--- src/rtl/mem_rr_arbiter_pkg.sv ---
// mem_arb_pkg: shared defaults and FSM state encoding for the memory round-robin arbiter
package mem_arb_pkg;
  localparam int N_REQ_DEF   = 4;
  localparam int WIDTH_DEF   = 16;
  localparam int DEPTH_DEF   = 64;
  localparam int TIMEOUT_DEF = 8;
  typedef enum logic [1:0] {
    IDLE  = 2'd0,
    ISSUE = 2'd1,
    WAIT  = 2'd2,
    RESP  = 2'd3
  } state_t;
endpackage

--- src/rtl/mem_rr_arbiter_if.sv ---
// mem_rr_arbiter_if: requester-side and memory-side signals of the arbiter
interface mem_rr_arbiter_if
  import mem_arb_pkg::*;
#(
  parameter int N_REQ      = N_REQ_DEF,
  parameter int WIDTH      = WIDTH_DEF,
  parameter int ADDR_WIDTH = $clog2(DEPTH_DEF)
);
  logic [N_REQ-1:0]            req_valid_i;
  logic [N_REQ-1:0]            req_wr_rd_i;
  logic [N_REQ*ADDR_WIDTH-1:0] req_addr_i;
  logic [N_REQ*WIDTH-1:0]      req_wdata_i;
  logic [N_REQ-1:0]            req_ready_o;
  logic [WIDTH-1:0]            rdata_o;
  logic                        err_o;
  logic                        mem_valid_o;
  logic                        mem_wr_rd_o;
  logic [ADDR_WIDTH-1:0]       mem_addr_o;
  logic [WIDTH-1:0]            mem_wdata_o;
  logic [WIDTH-1:0]            mem_rdata_i;
  logic                        mem_ready_i;
  modport master (
    input  req_valid_i, req_wr_rd_i, req_addr_i, req_wdata_i, mem_rdata_i, mem_ready_i,
    output req_ready_o, rdata_o, err_o, mem_valid_o, mem_wr_rd_o, mem_addr_o, mem_wdata_o
  );
  modport slave (
    output req_valid_i, req_wr_rd_i, req_addr_i, req_wdata_i, mem_rdata_i, mem_ready_i,
    input  req_ready_o, rdata_o, err_o, mem_valid_o, mem_wr_rd_o, mem_addr_o, mem_wdata_o
  );
endinterface

--- src/rtl/mem_rr_arbiter_rr_pick.sv ---
// rr_pick: first pending request scanning upward from the one after the last grant
module rr_pick #(
  parameter int N_REQ = 4
) (
  input  logic [N_REQ-1:0]         req,
  input  logic [$clog2(N_REQ)-1:0] last,
  output logic [$clog2(N_REQ)-1:0] grant,
  output logic                     any_req
);
  localparam int GW = $clog2(N_REQ);
  always_comb begin
    grant   = '0;
    any_req = 1'b0;
    for (int i = 1; i <= N_REQ; i++) begin
      if (!any_req && req[(int'(last) + i) % N_REQ]) begin
        grant   = GW'((int'(last) + i) % N_REQ);
        any_req = 1'b1;
      end
    end
  end
endmodule

--- src/rtl/mem_rr_arbiter.sv ---
// mem_rr_arbiter: round-robin sharing of one single-port memory among N_REQ requesters, with watchdog abort
module mem_rr_arbiter
  import mem_arb_pkg::*;
#(
  parameter int N_REQ      = N_REQ_DEF,
  parameter int WIDTH      = WIDTH_DEF,
  parameter int DEPTH      = DEPTH_DEF,
  parameter int ADDR_WIDTH = $clog2(DEPTH),
  parameter int TIMEOUT    = TIMEOUT_DEF
) (
  input logic              clk_i,
  input logic              rst_i,
  mem_rr_arbiter_if.master bus
);
  localparam int GW = $clog2(N_REQ);
  localparam int CW = $clog2(TIMEOUT);
  state_t          state, state_n;
  logic [GW-1:0]   grant, last_grant, pick;
  logic [CW-1:0]   cnt;
  logic            any_req, start, tmo, done;
  rr_pick #(.N_REQ(N_REQ)) u_pick (
    .req     (bus.req_valid_i),
    .last    (last_grant),
    .grant   (pick),
    .any_req (any_req)
  );
  always_comb begin
    start   = state == IDLE && any_req;
    tmo     = cnt == CW'(TIMEOUT - 1);
    done    = state == WAIT && (bus.mem_ready_i || tmo);
    state_n = start ? ISSUE : state == ISSUE ? WAIT : done ? RESP : state == RESP ? IDLE : state;
  end
  always_ff @(posedge clk_i) begin
    if (rst_i) begin
      state           <= IDLE;
      grant           <= '0;
      last_grant      <= GW'(N_REQ - 1);
      cnt             <= '0;
      bus.req_ready_o <= '0;
      bus.rdata_o     <= '0;
      bus.err_o       <= 1'b0;
      bus.mem_valid_o <= 1'b0;
      bus.mem_wr_rd_o <= 1'b0;
      bus.mem_addr_o  <= '0;
      bus.mem_wdata_o <= '0;
    end else begin
      state           <= state_n;
      bus.mem_valid_o <= start;
      if (start) begin
        grant           <= pick;
        bus.mem_wr_rd_o <= bus.req_wr_rd_i[pick];
        bus.mem_addr_o  <= bus.req_addr_i[int'(pick)*ADDR_WIDTH +: ADDR_WIDTH];
        bus.mem_wdata_o <= bus.req_wdata_i[int'(pick)*WIDTH +: WIDTH];
      end
      cnt             <= state == ISSUE || tmo ? '0 : state == WAIT ? cnt + 1'b1 : cnt;
      // response fields live only during RESP and fall back to zero afterwards
      bus.req_ready_o <= done ? N_REQ'(1) << grant : '0;
      bus.rdata_o     <= done && bus.mem_ready_i && !bus.mem_wr_rd_o ? bus.mem_rdata_i : '0;
      bus.err_o       <= done && !bus.mem_ready_i;
      if (state == RESP) last_grant <= grant;
    end
  end
endmodule

--- src/flat_wrapper.sv ---
// flat-port wrapper written by rule: the top's interface ports become plain ports
module mem_rr_arbiter_flat import mem_arb_pkg::*;
#(
  parameter int N_REQ      = N_REQ_DEF,
  parameter int WIDTH      = WIDTH_DEF,
  parameter int DEPTH      = DEPTH_DEF,
  parameter int ADDR_WIDTH = $clog2(DEPTH),
  parameter int TIMEOUT    = TIMEOUT_DEF
)
  (clk_i, rst_i, bus_req_valid_i, bus_req_wr_rd_i, bus_req_addr_i, bus_req_wdata_i, bus_mem_rdata_i, bus_mem_ready_i, bus_req_ready_o, bus_rdata_o, bus_err_o, bus_mem_valid_o, bus_mem_wr_rd_o, bus_mem_addr_o, bus_mem_wdata_o);
  mem_rr_arbiter_if #(.N_REQ(N_REQ), .WIDTH(WIDTH), .ADDR_WIDTH(ADDR_WIDTH)) bus_i ();
  input logic clk_i;
  input logic rst_i;
  input wire logic [$bits(bus_i.req_valid_i)-1:0] bus_req_valid_i;
  input wire logic [$bits(bus_i.req_wr_rd_i)-1:0] bus_req_wr_rd_i;
  input wire logic [$bits(bus_i.req_addr_i)-1:0] bus_req_addr_i;
  input wire logic [$bits(bus_i.req_wdata_i)-1:0] bus_req_wdata_i;
  input wire logic [$bits(bus_i.mem_rdata_i)-1:0] bus_mem_rdata_i;
  input wire logic [$bits(bus_i.mem_ready_i)-1:0] bus_mem_ready_i;
  output wire logic [$bits(bus_i.req_ready_o)-1:0] bus_req_ready_o;
  output wire logic [$bits(bus_i.rdata_o)-1:0] bus_rdata_o;
  output wire logic [$bits(bus_i.err_o)-1:0] bus_err_o;
  output wire logic [$bits(bus_i.mem_valid_o)-1:0] bus_mem_valid_o;
  output wire logic [$bits(bus_i.mem_wr_rd_o)-1:0] bus_mem_wr_rd_o;
  output wire logic [$bits(bus_i.mem_addr_o)-1:0] bus_mem_addr_o;
  output wire logic [$bits(bus_i.mem_wdata_o)-1:0] bus_mem_wdata_o;
  assign bus_i.req_valid_i = bus_req_valid_i;
  assign bus_i.req_wr_rd_i = bus_req_wr_rd_i;
  assign bus_i.req_addr_i = bus_req_addr_i;
  assign bus_i.req_wdata_i = bus_req_wdata_i;
  assign bus_i.mem_rdata_i = bus_mem_rdata_i;
  assign bus_i.mem_ready_i = bus_mem_ready_i;
  assign bus_req_ready_o = bus_i.req_ready_o;
  assign bus_rdata_o = bus_i.rdata_o;
  assign bus_err_o = bus_i.err_o;
  assign bus_mem_valid_o = bus_i.mem_valid_o;
  assign bus_mem_wr_rd_o = bus_i.mem_wr_rd_o;
  assign bus_mem_addr_o = bus_i.mem_addr_o;
  assign bus_mem_wdata_o = bus_i.mem_wdata_o;
  mem_rr_arbiter #(.N_REQ(N_REQ), .WIDTH(WIDTH), .DEPTH(DEPTH), .ADDR_WIDTH(ADDR_WIDTH), .TIMEOUT(TIMEOUT)) u_core (.clk_i(clk_i), .rst_i(rst_i), .bus(bus_i));
endmodule
--- config.mk ---
export PLATFORM = sky130hd
export DESIGN_NAME = mem_rr_arbiter_flat
export DESIGN_NICKNAME = d
export VERILOG_FILES = /design/src/rtl/mem_rr_arbiter_pkg.sv /design/src/rtl/mem_rr_arbiter_if.sv /design/src/rtl/mem_rr_arbiter_rr_pick.sv /design/src/rtl/mem_rr_arbiter.sv /design/src/flat_wrapper.sv
export SDC_FILE = /design/constraint.sdc
export NUM_CORES = 1
export LEC_CHECK = 0
export CORE_MARGIN = 3
export CORE_UTILIZATION = 60
export CTS_CLUSTER_DIAMETER = 30
export DETAILED_ROUTE_END_ITERATION = 8
export DONT_BUFFER_PORTS = 1
export GPL_TIMING_DRIVEN = 1
export PLACE_DENSITY = 0.87
export SLEW_MARGIN = 0
export SYNTH_ARGS = -nofsm -noshare
export SYNTH_HDL_FRONTEND = slang
export SYNTH_HIERARCHICAL = 1
export SYNTH_SLANG_ARGS = --single-unit
--- constraint.sdc ---
create_clock -name clk_i -period 2.4 [get_ports clk_i]
set_clock_uncertainty 0.1 [all_clocks]
set_input_delay 0.48 -clock clk_i [delete_from_list [all_inputs] [get_ports clk_i]]
set_output_delay 0.48 -clock clk_i [all_outputs]
set_load 0.02 [all_outputs]
==> flow_metrics.tcl <==
set metrics [dict create \
    outcome "completed" \
    ys_types 34 \
    layout-drive-gt1-share_pct 19.66 \
    crit_path_end_kind "register" \
    critical_path_arrival_ns 2.25 \
    seq_area_sq_mm 0.001081 \
    drtPass1Iterations 4 \
    clock-sinks 54 \
    setup_viol 0 \
    cts_max_path_buffers 2 \
    synth_seq_area_share_pct 45.26 \
    via_per_inst 6.978 \
    worstSetupPathType "reg -> reg" \
    fin_crit_ns 2.162 \
    die_y_um 69.10 \
    dp_hpwl_mm 4.563 \
    final_common_cell "dfxtp_1" \
    worst_pin_slew_ns 0.5941 \
    rsz0062_at_grt "no" \
    root_buffer "clkbuf_8" \
    final_area_sq_mm 0.002472 \
    finalSetupTns_ns 0 \
    pin_count 160 \
    die_x_um 69.10 \
    grt_max_degree 24 \
    dieArea_sq_mm 0.004774 \
    path_clk_slew_ns 0.09 \
    grt_pass1_wl_mm 8.873 \
    gr-total-overflow 0 \
    ant_nets 0 \
    place_congestion 0.8066 \
    crit_fanout 23 \
    synth-async-reset-ratio_pct 0 \
    antenna_found_initial 0 \
    wirelength_mm 5.606 \
    grt_usage_pct 23.49 \
    slew_violations 0 \
    vdd_drop_max_mv 0.4388 \
    grt_pass1_vias 1730 \
    rows 22 \
    vias 1577 \
    cp-start-kind "register" \
    hold_viol 0 \
    port_buffers 0 \
    antenna_cells 0 \
    pwr_density_cell_mw_per_mm2 992.0 \
    cts_buffers 5 \
    cp.required_ns 2.49 \
    syn_area_sq_mm 0.002389 \
    max_slew_margin_pct 59.97 \
    fillers 269 \
    synth_flop_cell "dfxtp_1" \
    final_cell_mix "dfxtp_1 (54), a22o_1 (25), mux4_2 (19)" \
    multiInputGateArea_sq_mm 0.001177 \
    syn_inst 181 \
    h-tree-depth 2 \
    synthesis.nets 298 \
    syn-mean-instance-area_sq_um 13.20 \
    start_util_pct 63.80 \
    drc 0 \
    hp-class "in -> reg" \
    clock_latency_ns 0.29 \
    cts_setup_buffers 0 \
    nets 295 \
    cts_tree "yes" \
    wl_per_cell_um 24.81 \
    cts_resized 0 \
    cts_hold_buf 0 \
    first_iter_violations 103 \
    yosysWarnings 6 \
    finalCritPeriodShare_pct 90.08 \
    synth_edf_count 0 \
    areaGrowthSynthToFinish_pct 3.510 \
    core_sq_mm 0.003744 \
    place_area_sq_mm 0.002389 \
    max_freq_mhz 462.6 \
    p_leak_nw 0.9319 \
    maxCapViolCount 0 \
    ys_seq_elements 54 \
]
## state kept, by name, indices dropped and copies added (netlist names)
signal and cells:
u_core/grant 2, u_core/bus.mem_addr_o 6, u_core/state 2, u_core/cnt 3, u_core/bus.req_ready_o 4, u_core/bus.mem_valid_o 1
u_core/bus.mem_wdata_o 16, u_core/bus.err_o 1, u_core/bus.mem_wr_rd_o 1, u_core/last_grant 2, u_core/bus.rdata_o 16
## synthesized netlist by cell type (all sizes together) (3+ instances only)
library cell | count | area [sq um]
and2 | 16 | 100.1
nor3 | 5 | 25.02
a21oi | 4 | 27.53
nor2 | 8 | 30.03
a22o | 25 | 219.0
mux4 | 23 | 533.0
dfxtp | 54 | 1081
buf | 12 | 121.4
nand2b | 3 | 18.77
inv | 4 | 15.01
nand2 | 5 | 18.77
## final timing paths
check	startpoint	endpoint	slack (ns)	cells past startpoint
worst max-delay path	u_core/last_grant[1]	u_core/bus.mem_wdata_o[0]	0.24	6
worst max register to register	u_core/last_grant[1]	u_core/bus.mem_wdata_o[0]	0.24	6
worst min-delay path	bus_mem_ready_i	u_core/bus.err_o	0.14	1
worst min register to register	u_core/grant[1]	u_core/bus.req_ready_o[1]	0.40	1
## stage by stage
stage | cells | worst slack, ns | total power (W) | hold slack (ns) | util, %
after floorplan | 181 | 0.3303 | 0.001896 | 0.3436 | -
after global placement | 219 | 0.2599 | 0.001940 | 0.3466 | 63.80
after detailed placement | 219 | 0.1630 | 0.001997 | 0.3798 | 63.80
after CTS | 226 | 0.2411 | 0.002464 | 0.1363 | 66.04
after global routing | 226 | 0.1164 | 0.002566 | 0.1244 | 66.04
final | 226 | 0.2381 | 0.002453 | 0.1442 | 66.04
## power breakdown
| group | switching [W] | internal [W] |
|---|---|---|
| clock | 0.000278 | 0.000200 |
| combinational | 0.000259 | 0.000325 |
| sequential | 0.000327 | 0.00106 |
## per-layer routing
layer / wire [um] / vias to the layer above / track usage [%]
li1: - / 678 / -
met1: 1816 / 747 / 24.78
met2: 2952 / 132 / 41.10
met3: 645 / 20 / 9.475
met4: 192 / 0 / 9.978
met5: 0 / - / 0
## layout make-up
type,instances,share of cell area (%)
clock inverter,2,0.6073
clock buffer,5,2.783
multi-input combinational,109,47.62
tap,48,2.429
timing repair buffer,4,2.227
inverter,4,0.6073
sequential,54,43.72
## cells by family (layout without fill, tap and decap cells)
family | count (synthesis) | count (layout) | share of synthesized area, %
flip-flops | 54 | 54 | 45.26
AND/OR/NAND/NOR | 43 | 43 | 10.58
buffers and inverters | 18 | 15 | 6.076
multiplexers | 25 | 25 | 23.15
AO/OA/AOI/OAI | 37 | 37 | 13.15
XOR/XNOR | 2 | 2 | 0.7335
adder cells (fa/ha/maj) | 2 | 2 | 1.048
## critical path: stages (launching register included)
cell and delay [ns]:
dfxtp_1 0.46, nand2b_1 0.16, a21oi_2 0.07, o221ai_4 0.21, buf_12 0.24, mux4_1 0.59, a22o_1 0.22
Note: power is estimated with default switching activity, not from simulation.
